===== src/rtl/pipe_hazard_ctrl.sv =====
`default_nettype none
// ============================================================================
// Module   : pipe_hazard_ctrl
// Purpose  : RAW-hazard stall, branch flush and debug halt/step sequencing for
//            a 5-stage pipeline without forwarding.
//            Optional: HAZARD_PERF_EN adds saturating perf counters.
// Revision : 1.0 - initial release
// ============================================================================
module pipe_hazard_ctrl #(
  parameter int RA_W    = 2,
  parameter int STALL_W = 2,
  parameter int CNT_W   = 16
) (
  input  logic               i_clock,
  input  logic               i_reset_n,
  input  logic [RA_W-1:0]    i_id_rs,
  input  logic               i_id_rs_used,
  input  logic               i_id_rd_used,
  input  logic [RA_W-1:0]    i_id_rd,
  input  logic [RA_W-1:0]    i_ex_rd,
  input  logic [RA_W-1:0]    i_mem_rd,
  input  logic [RA_W-1:0]    i_wb_rd,
  input  logic               i_ex_wr,
  input  logic               i_mem_wr,
  input  logic               i_wb_wr,
  input  logic               i_mem_take,
  input  logic               i_halt_req,
  input  logic               i_step,
  output logic               o_pc_en,
  output logic               o_ifid_en,
  output logic               o_ifid_flush,
  output logic               o_idex_flush,
  output logic               o_exmem_flush,
  output logic               o_halted,
  output logic [STALL_W-1:0] o_stall_cnt
`ifdef HAZARD_PERF_EN
  ,
  output logic [CNT_W-1:0]   o_perf_stall,
  output logic [CNT_W-1:0]   o_perf_flush,
  output logic [CNT_W-1:0]   o_perf_halt
`endif
);

  localparam logic [1:0] S_RUN   = 2'd0;
  localparam logic [1:0] S_STALL = 2'd1;
  localparam logic [1:0] S_HALT  = 2'd2;
  localparam logic [1:0] S_STEP  = 2'd3;

  logic [1:0]         r_state;
  logic [STALL_W-1:0] r_cnt;

  logic               w_ex_hit;
  logic               w_mem_hit;
  logic               w_wb_hit;
  logic               w_hazard;
  logic [STALL_W-1:0] w_len;
  logic [1:0]         w_after;

  logic [1:0]         w_nxt_state;
  logic [STALL_W-1:0] w_nxt_cnt;
  logic               w_hz_bubble;

  assign w_ex_hit  = i_ex_wr  & ((i_id_rs_used & (i_ex_rd  == i_id_rs)) |
                                 (i_id_rd_used & (i_ex_rd  == i_id_rd)));
  assign w_mem_hit = i_mem_wr & ((i_id_rs_used & (i_mem_rd == i_id_rs)) |
                                 (i_id_rd_used & (i_mem_rd == i_id_rd)));
  assign w_wb_hit  = i_wb_wr  & ((i_id_rs_used & (i_wb_rd  == i_id_rs)) |
                                 (i_id_rd_used & (i_wb_rd  == i_id_rd)));
  assign w_hazard  = w_ex_hit | w_mem_hit | w_wb_hit;

  // Youngest writer dominates: it is the one furthest from reaching the regfile.
  assign w_len = w_ex_hit  ? STALL_W'(3) :
                 w_mem_hit ? STALL_W'(2) :
                 w_wb_hit  ? STALL_W'(1) : STALL_W'(0);

  assign w_after = i_halt_req ? S_HALT : S_RUN;

  always_comb begin
    o_pc_en       = 1'b1;
    o_ifid_en     = 1'b1;
    o_ifid_flush  = 1'b0;
    o_idex_flush  = 1'b0;
    o_exmem_flush = 1'b0;
    w_nxt_state   = r_state;
    w_nxt_cnt     = r_cnt;
    w_hz_bubble   = 1'b0;

    if (i_mem_take) begin
      o_ifid_flush  = 1'b1;
      o_idex_flush  = 1'b1;
      o_exmem_flush = 1'b1;
    end

    case (r_state)
      S_RUN, S_STEP: begin
        if (i_mem_take) begin
          w_nxt_state = S_RUN;
          w_nxt_cnt   = '0;
        end else if (w_hazard) begin
          o_pc_en      = 1'b0;
          o_ifid_en    = 1'b0;
          o_idex_flush = 1'b1;
          w_hz_bubble  = 1'b1;
          // This cycle is the first bubble; a 1-cycle stall needs no STALL visit.
          if (w_len > STALL_W'(1)) begin
            w_nxt_state = S_STALL;
            w_nxt_cnt   = w_len - STALL_W'(1);
          end else begin
            w_nxt_state = w_after;
            w_nxt_cnt   = '0;
          end
        end else begin
          w_nxt_state = w_after;
          w_nxt_cnt   = '0;
        end
      end
      S_STALL: begin
        if (i_mem_take) begin
          w_nxt_state = S_RUN;
          w_nxt_cnt   = '0;
        end else begin
          o_pc_en      = 1'b0;
          o_ifid_en    = 1'b0;
          o_idex_flush = 1'b1;
          w_hz_bubble  = 1'b1;
          if (r_cnt <= STALL_W'(1)) begin
            w_nxt_state = w_after;
            w_nxt_cnt   = '0;
          end else begin
            w_nxt_cnt = r_cnt - STALL_W'(1);
          end
        end
      end
      default: begin
        // HALT: a resolved branch still redirects the PC, but the state holds.
        if (!i_mem_take) begin
          o_pc_en      = 1'b0;
          o_ifid_en    = 1'b0;
          o_idex_flush = 1'b1;
        end
        w_nxt_cnt = '0;
        if (!i_halt_req) begin
          w_nxt_state = S_RUN;
        end else if (i_step) begin
          w_nxt_state = S_STEP;
        end else begin
          w_nxt_state = S_HALT;
        end
      end
    endcase
  end

  always_ff @(posedge i_clock or negedge i_reset_n) begin
    if (!i_reset_n) begin
      r_state <= S_RUN;
      r_cnt   <= '0;
    end else begin
      r_state <= w_nxt_state;
      r_cnt   <= w_nxt_cnt;
    end
  end

  assign o_halted    = (r_state == S_HALT);
  assign o_stall_cnt = r_cnt;

`ifdef HAZARD_PERF_EN
  logic [CNT_W-1:0] r_perf_stall;
  logic [CNT_W-1:0] r_perf_flush;
  logic [CNT_W-1:0] r_perf_halt;

  always_ff @(posedge i_clock or negedge i_reset_n) begin
    if (!i_reset_n) begin
      r_perf_stall <= '0;
      r_perf_flush <= '0;
      r_perf_halt  <= '0;
    end else begin
      if (w_hz_bubble && (r_perf_stall != '1))
        r_perf_stall <= r_perf_stall + CNT_W'(1);
      if (i_mem_take && (r_perf_flush != '1))
        r_perf_flush <= r_perf_flush + CNT_W'(1);
      if ((r_state == S_HALT) && (r_perf_halt != '1))
        r_perf_halt <= r_perf_halt + CNT_W'(1);
    end
  end

  assign o_perf_stall = r_perf_stall;
  assign o_perf_flush = r_perf_flush;
  assign o_perf_halt  = r_perf_halt;
`endif

endmodule
`default_nettype wire


===== config.mk =====
export PLATFORM = sky130hd
export DESIGN_NAME = pipe_hazard_ctrl
export DESIGN_NICKNAME = d
export VERILOG_FILES = /design/src/rtl/pipe_hazard_ctrl.sv
export SDC_FILE = /design/constraint.sdc
export NUM_CORES = 1
export LEC_CHECK = 0
export ABC_CLOCK_PERIOD_IN_PS = 1200
export CAP_MARGIN = 20
export CORE_MARGIN = 2
export CORE_UTILIZATION = 32
export CTS_CLUSTER_SIZE = 10
export DETAILED_ROUTE_END_ITERATION = 12
export PLACE_DENSITY = 0.74
export SYNTH_ARGS = -nofsm -noshare
export SYNTH_HDL_FRONTEND = slang
export SYNTH_SLANG_ARGS = --single-unit

===== constraint.sdc =====
create_clock -name i_clock -period 1.2 [get_ports i_clock]
set_input_delay 0.18 -clock i_clock [delete_from_list [all_inputs] [get_ports i_clock]]
set_output_delay 0.18 -clock i_clock [all_outputs]
set_load 0.1 [all_outputs]

==> results.toml <==
[status]
outcome = "complete, but fails checks"
failed_checks = "negative setup slack"

[worst_setup_path]
r2r_setup_slack_ps = -250
arrival_ps = 1390
start_kind = "flip-flop"
slowest_stage = "dfrtp_1"
timing.rr.start = "r_state[1]$_DFFE_PN0P_"
worst-setup-path-type = "flip-flop to output port"
cp_cell_sequence = "ha_4 -> nor2b_4 -> nand3_4 -> buf_12"
cp_data_required_time_ps = 1020
reg2reg_to = "o_stall_cnt[0]$_DFF_PN0_"
r2r_cells = 7
crit_buf_inv = 1
crit_path_max_incr_delay_ps = 410
critPathCaptureType = "output port"
cp_max_fo = 3
crit_family = "flip-flops"

[synth]
syn_nets = 76
synthCells = 54
synth-compound-area-share_pct = 21.1
yosysTopAreaCell = "dfrtp_1"
yosysWarnings = 0
synth_fa_ha_area_share_pct = 5.33
synth_xor_area_share_pct = 22.4
yosysSeqAreaShare_pct = 21.3
synth_simple_gate_area_share_pct = 20.5
ys_types = 26
muxShareOfSynthArea_pct = 2.13
synth_top_family_by_area = "XOR/XNOR gates"
synth_area_leaders = "dfrtp_1, xor2_1, xnor2_1"
synth_area_sq_um = 469
synth_seq_cells = 4
syn_avg_cell_area_sq_um = 8.69
yosysTopAreaCellShare_pct = 21.3

[clocking]
ctsHoldBuffers = 0
cts-htree-levels = 1
path_clk_slew_ps = 40
cts_tree = "done"
clk_path_buf_depth = 2
cts-root-buf = "clkbuf_4"
cts_made_buffers = 3
clk_latency_ps = 230
clock_sinks = 4

[run]
cap_violations = 0

[routing]
drc = 0
wl_met2_microns = 865
vias_per_cell = 4.99
drtPass1Iterations = 4
highest_layer = "met3"
wl_per_cell_microns = 15.3
wl_met3_microns = 50
routed_wl_microns = 1750
drtAntennaViolNets = 0
drtIter0Drc = 12
vias = 574
wl_met1_microns = 838

[place]
dp_hpwl_microns = 1130
portBuffers = 27
place_congestion = 0.831
dp_slack_ps = -756
placed_area_sq_um = 960

[timing]
rsz0062_at_grt = "yes"
worstMarginPinSlew_ps = 323
post-route-period-util_pct = 131
fmax_mhz = 636
holdWs_ps = 149
max_slew_margin_pct = 77.8
hold_viol = 0
setup_violations = 8
worst_slack_ps = -371
clock_skew_ps = 1.34
final_max_slew_viol_count = 0
period_needed_ps = 1570
tns_ps = -2000

[cells_and_area]
filler_cell_count = 80
insertedDiodeCount = 0
synthToLayoutAreaGrowth_pct = 131
drive_above_1_share_pct = 65.0
final_area_sq_um = 1080
final_nets = 124
register_area_sq_um = 105
final_util_pct = 81.3
multi_input_area_sq_um = 464

[floorplanning]
io_pins = 28
die_area_sq_um = 1790
die_x_microns = 42.3
num_rows = 13
design.core.area_sq_um = 1330
die_y_microns = 42.3
initial_core_util_pct = 35.2

[min_path]
worstHoldPathType = "input pin to async pin"

[power]
vdd_ir_drop_max_mv = 1.12
switchingPower_w = 0.000951
netSwitchingFraction_pct = 48.6
power_density_nw_per_um2 = 1800
power.leakage_nw = 0.503
clockPowerShare_pct = 8.1
pwr-share-comb_pct = 81.3
intPower_w = 0.00100
seqPwrFrac_pct = 10.6

[global_routing]
antenna_found_initial = 0
grt_pass1_vias = 590
grt_util_all_layers_pct = 20.1
gr-total-overflow = 0
grt_pass1_wl_microns = 2750
grt_max_degree = 6
==> synth_stat cells (all sizes together) <==
cell type	count
a31o	1
dfrtp	4
nand2	4
a41o	1
nand4	1
a21oi	2
nor3	2
and2	1
nand3	3
inv	3
xnor2	5
nor2	3
mux2i	1
o21ai	2
o41ai	1
buf	3
a22oi	1
xor2	7
a41oi	1
nor2b	3
a31oi	1
nand2b	1
o32a	1
ha	2
==> routing by layer <==
metal / vias up / track usage (%)
li1: 282 / -
met1: 277 / 26.2
met2: 15 / 35.4
met3: 0 / 1.29
met4: 0 / 5.63
met5: - / 0
==> logic make-up after synthesis <==
family | after synthesis
buffers and inverters | 6
and+or+nand+nor | 18
xor gates and xnor gates | 12
adders and majority gates | 2
AOI/OAI and AO/OA | 11
DFF | 4
muxes | 1
==> cell type report <==
| cell class | instances | share of cell area, % |
|---|---|---|
| multi-input cells | 44 | 42.8 |
| repair buffers | 46 | 42.7 |
| flip-flops and latches | 4 | 9.69 |
| clock buffers | 3 | 2.08 |
| well taps | 15 | 1.73 |
| inverters | 3 | 1.04 |
==> worst max path at each step <==
stage | startpoint | end | slack [ps] | cells past startpoint
2_1_floorplan | i_mem_rd[1] | o_pc_en | -350 | 6
6_report | r_state[1]$_DFFE_PN0P_ | o_idex_flush | -370 | 4
3_3_place_gp | i_id_rd[1] | o_ifid_en | -720 | 7
4_1_cts | r_state[1]$_DFFE_PN0P_ | o_idex_flush | -340 | 4
5_1_grt | r_state[0]$_DFFE_PN0P_ | o_idex_flush | -410 | 5
3_5_place_dp | i_id_rd[1] | o_ifid_en | -760 | 7
==> what timing repair did <==
action,CTS,global route
buffers inserted,7,3
resized for setup,45,11
pin swaps,20,6
endpoints found under the setup margin,10,8
==> flip-flops by register name (all words and copies together), names as in the netlist <==
name / count
o_stall_cnt: 2
r_state: 2
==> power groups by stage <==
stage | Sequential, W | Clock [W] | Combinational (W)
global route | 0.000212 | 0.000177 | 0.00165
finish | 0.000208 | 0.000158 | 0.00159
CTS | 0.000208 | 0.000166 | 0.00145
global placement | 0.000212 | 0 | 0.00133
detailed placement | 0.000215 | 0 | 0.00133
floorplan | 0.000243 | 0 | 0.000909
==> per-stage QoR <==
stage / total power, W / std cells
after floorplan: 0.00115 / 54
after global placement: 0.00154 / 102
after detailed placement: 0.00155 / 102
after CTS: 0.00183 / 112
after global routing: 0.00204 / 115
final: 0.00196 / 115
==> placed cells by master (no fill, tap or decap), types with 2 or more instances in the layout <==
cell type        instances
nand2_1                  3
xor2_1                   5
nor2b_4                  3
buf_6                    4
buf_4                   16
nor3_2                   2
dfrtp_1                  2
buf_12                   8
xnor2_1                  2
inv_1                    2
clkdlybuf4s50_1          3
xor2_2                   2
o21ai_2                  2
nor2_1                   3
clkdlybuf4s15_1          2
a21oi_2                  2
buf_2                    6
clkbuf_4                 3
dlygate4sd2_1            6
xnor2_2                  3
nand3_1                  2
(Power assumes the default switching activity.)
==> patch 1, RTL diff (same settings) <==
The option `HAZARD_PERF_EN` is turned on by a define.
--- a/src/rtl/pipe_hazard_ctrl.sv
+++ b/src/rtl/pipe_hazard_ctrl.sv
@@ -6,6 +6,8 @@
 //            Optional: HAZARD_PERF_EN adds saturating perf counters.
 // Revision : 1.0 - initial release
 // ============================================================================
+`define HAZARD_PERF_EN
+
 module pipe_hazard_ctrl #(
   parameter int RA_W    = 2,
   parameter int STALL_W = 2,
Check against the original RTL (old outputs only; new: o_perf_flush, o_perf_halt and o_perf_stall): equivalent (Yosys induction, for registers that start in step).
==> patch 1 against the original RTL <==
  * The run still ends with negative setup slack left
  * Total power increased to 5.4 times the old value
  * Design area rose to 5.9 times the old value
  * Non-clock buffer count up 186
  * Global-route usage fell by 0.99 points
  * Routed wire length grew to 5.2 times the old value
  * Sequential share of layout area is 13 points higher
  * Register-to-register slack got worse by 0.43 ns
  * Sequential cell count rose by 48
  * Setup slack got worse by 0.31 ns
  * Area after synthesis increased to 5.7 times the old value
==> patch 1: results <==
[sta]
whs_ns = 0.387
setup_violations = 94
fin_ws_ns = -0.677
slew_headroom = 0.640

[synth]
synth.area.top_cells = "dfrtp_1, xnor2_1, xor2_1"
synth.distinct_cells = 36
synth_common_cells = "dfrtp_1, xnor2_1, nand2_1"

[worst_setup_path]
r2r_end = "o_perf_stall[11]"
path_max_fanout = 8
worst_r2r_path_depth = 9
critPathArrivalTime_ns = 2.08

[global_route]
grt_start_max_net_pins = 53
grt_pass1_wl_mm = 13.7
grt_pass1_vias = 2943
grt_use_total = 0.191

[clocking]
htreeDepth = 2
path_clk_slew_ns = 0.10
numCtsBuffers = 5

[finish]
drive_gt1_frac = 0.754

[outcome]
violations = "negative setup slack"
status = "complete, but fails checks"

[detailed_routing]
wl_mm = 9.19
drt_iter0_markers = 77

[power_and_ir_drop]
p_int_mw = 5.80
ir_worst_vdd_uv = 2180

[placed_design]
dp_slack_ns = -0.947
patch 1: cell types whose count changed after synthesis, moves of 3 or more:
cell and delta:
nand2b_1 +3, and3_1 +7, ha_1 +3, xor2_1 +8, o21ai_0 +3, nand3_1 +16, nand4_1 +16, xnor2_1 +35
dfrtp_1 +48, nand2_1 +23, mux2_2 +3, nor2_1 +16, and4_1 +4
patch 1: final cells by class:
cell class              instances  area, sq um
clock buffers                   6         82.6
clock inverters                 2         13.8
fillers                       442         1740
inverters                       4         15.0
multi-input cells             191         1900
flip-flops and latches         52         1450
well taps                     105          131
repair buffers                232         2810
patch 1: logic make-up (layout without fill, tap and decap cells):
kind of cell / count (synthesis) / count (layout) / share of synthesized area
flops: 52 / 52 / 0.487
xor+xnor: 55 / 55 / 0.180
simple gates: 106 / 106 / 0.211
compound gates: 22 / 22 / 0.0656
fa+ha+maj: 5 / 5 / 0.0234
buf+inv: 9 / 244 / 0.0197
mux: 3 / 3 / 0.0127
patch 1: power by group through the flow:
stage / Combinational [mW] / Clock [mW] / Sequential [mW]
final: 7.04 / 1.07 / 2.51
after global routing: 7.30 / 1.15 / 2.54
after CTS: 6.46 / 1.09 / 2.48
after detailed placement: 5.83 / 0 / 2.46
after global placement: 5.74 / 0 / 2.44
after floorplan: 1.14 / 0 / 4.66
patch 1: worst max path at each step:
stage	from	to	slack (ns)
6_report	o_perf_stall[1]	o_perf_stall[11]	-0.68
2_1_floorplan	o_perf_stall[0]	o_perf_stall[15]	-0.76
3_3_place_gp	i_id_rs[1]	o_perf_stall[9]	-0.90
5_1_grt	o_perf_stall[1]	o_perf_stall[11]	-0.72
4_1_cts	o_perf_stall[1]	o_perf_stall[9]	-0.60
3_5_place_dp	i_id_rs[1]	o_perf_stall[12]	-0.95
patch 1: repair_timing:
item / 4_1_cts / 5_1_grt
pin swaps: 71 / 59
gates cloned: 1 / 0
hold buffers: 1 / 0
endpoints found under the setup margin: 106 / 104
buffers inserted: 27 / 54
endpoints found under the hold margin: 52 / 0
resized for setup: 122 / 75
patch 1: metrics by stage:
stage	area, sq um	setup TNS, ns	instances
floorplan	3030	-29.61	252
global placement	5170	-29.32	522
detailed placement	5170	-31.30	522
CTS	5890	-24.64	558
global route	6400	-31.00	592
finish	6400	-26.37	592
patch 1: routing by layer:
metal / routed length [um] / vias up / GRT usage
li1: - / 1344 / -
met1: 3550 / 1393 / 0.216
met2: 5120 / 82 / 0.368
met3: 414 / 12 / 0.0403
met4: 116 / 0 / 0.0374
met5: 0 / - / 0
patch 1: worst max-delay path, cell delays in order (launching register included):
cell     delay, ns
dfrtp_4       0.51
ha_4          0.18
nand2_4       0.07
nor3_4        0.04
a31o_4        0.23
a31oi_4       0.16
buf_12        0.16
buf_12        0.13
nand3_2       0.08
xnor2_1       0.23
==> patch 2, RTL diff (same settings) <==
Without the edit above. Register the output `o_stall_cnt` once more; this adds one clock of latency there. The other outputs are not delayed to match.
--- a/src/rtl/pipe_hazard_ctrl.sv
+++ b/src/rtl/pipe_hazard_ctrl.sv
@@ -161,7 +161,9 @@
   end
 
   assign o_halted    = (r_state == S_HALT);
-  assign o_stall_cnt = r_cnt;
+  always_ff @(posedge i_clock) begin
+    o_stall_cnt <= r_cnt;
+  end
 
 `ifdef HAZARD_PERF_EN
   logic [CNT_W-1:0] r_perf_stall;
Function: changed (a bounded check fails within 4 cycles, from zero or initial values and one cycle with i_reset_n low).
==> patch 2 against the original RTL <==
  * The flow still finishes with violations (negative setup slack)
  * Design area grew 7.4%
  * Global-route usage down 3.0 points
  * Non-clock buffer count rose by 3
  * Register-to-register slack got worse by 0.09 ns
  * Setup slack about the same
  * Count of clock-buffer cells in the layout up 1
  * Sequential power increased by 20%
  * Area after synthesis up 8.3%
  * Routed wire length shrank 14%
  * Sequential cell count is 2 higher
  * Total power fell by 17%
  * Clock skew is essentially flat
  * Maximum frequency barely moved
  * Critical endpoint unchanged
  * Largest power group unchanged
==> patch 2: results <==
[outcome]
status = "complete, but fails checks"
violations = "negative setup slack"

[synth]
netlist_instances = 55
async_flop_share = 0.667
synth_common_cells = "xor2_1, nand2_1, xnor2_1"
synth.distinct_cells = 28
seq_area_frac_synth = 0.276
synth.area.top_cells = "dfrtp_1, xor2_1, xnor2_1"
syn-num-nets = 77

[sta]
whs_ns = 0.144
skew_ns = 0.00162
setup_violations = 8
fin_ws_ns = -0.371
worst_slew_pin_slew_ns = 0.214

[finish]
reg_top3 = "o_stall_cnt: 2 flops, r_cnt: 2 flops, r_state: 2 flops"
drive_gt1_frac = 0.648
layout.nets = 128
stdcell_count = 121

[placed_design]
placed_area_sq_um = 992
dp_slack_ns = -0.752
dpl.cell_count = 106
hpwlAfterDp_mm = 1.14
place.gp.congestion = 0.852

[global_route]
grt_pass1_wl_mm = 2.49
met3_usage = 0.0208
met1_usage = 0.178
met2_usage = 0.335
grt_pass1_vias = 617
grt_use_total = 0.171

[detailed_routing]
dr_wl_met3_um = 74
wl_per_cell_um = 12.4
drt_iter0_markers = 2
wl_met2_um = 830
m1WireLength_um = 563
num_vias = 596
highest_layer = "met4"

[power_and_ir_drop]
combPwrFrac = 0.723
pg_comb_mw = 1.18
p_int_mw = 0.909
ir_worst_vdd_uv = 781
power.share.sequential = 0.154
leakage_nw = 0.539

[worst_setup_path]
r2r_end = "r_state[0]"
r2r_slack_ns = -0.34
worst_r2r_path_depth = 9

[clocking]
numCtsBuffers = 3
root_buffer = "clkbuf_4"
==> patch 2: changes by cell type after synthesis, sizes merged <==
cell	delta
dfxtp	+2
a21oi	-1
inv	-1
mux2	+1
mux2i	-1
nand2	+1
nand3	-1
nor3b	+1
==> patch 2: area by class of cell <==
| class | count | area [sq um] |
|---|---|---|
| timing repair buffer | 49 | 502 |
| multi-input combinational | 44 | 469 |
| fill | 103 | 324 |
| sequential | 6 | 140 |
| clock buffer | 4 | 26.3 |
| tap | 16 | 20.0 |
| inverter | 2 | 7.51 |
==> patch 2: cells by family after synthesis <==
logic type / after synthesis / share of synthesized area
multiplexers: 1 / 0.0222
flip-flops: 6 / 0.276
AO/OA/AOI/OAI: 10 / 0.185
adder cells (fa/ha/maj): 2 / 0.0493
buffers and inverters: 5 / 0.0591
AND/OR/NAND/NOR: 19 / 0.202
XOR/XNOR: 12 / 0.207
==> patch 2: critical path: stages (launching register included) <==
cell and delay [ns]:
dfrtp_1 0.41, ha_4 0.30, nor2b_4 0.18, nand3_4 0.08, buf_12 0.17
==> patch 2: what timing repair did <==
action | CTS | global route
cloned | 0 | 0
endpoints found under the setup margin | 10 | 8
pin swaps | 14 | 10
gates resized for setup | 49 | 12
hold buffers | 0 | 0
buffers inserted | 7 | 4
==> patch 2: how the worst max path moves through the flow <==
| stage | startpoint | endpoint | slack [ns] | cells past startpoint |
|---|---|---|---|---|
| final | r_state[1] | o_idex_flush | -0.37 | 4 |
| after CTS | r_state[1] | o_idex_flush | -0.37 | 4 |
| after detailed placement | i_id_rd[1] | o_ifid_en | -0.75 | 7 |
| after floorplan | i_mem_rd[1] | o_pc_en | -0.35 | 6 |
| after global placement | i_id_rd[1] | o_pc_en | -0.71 | 7 |
| after global routing | r_state[1] | o_idex_flush | -0.43 | 4 |
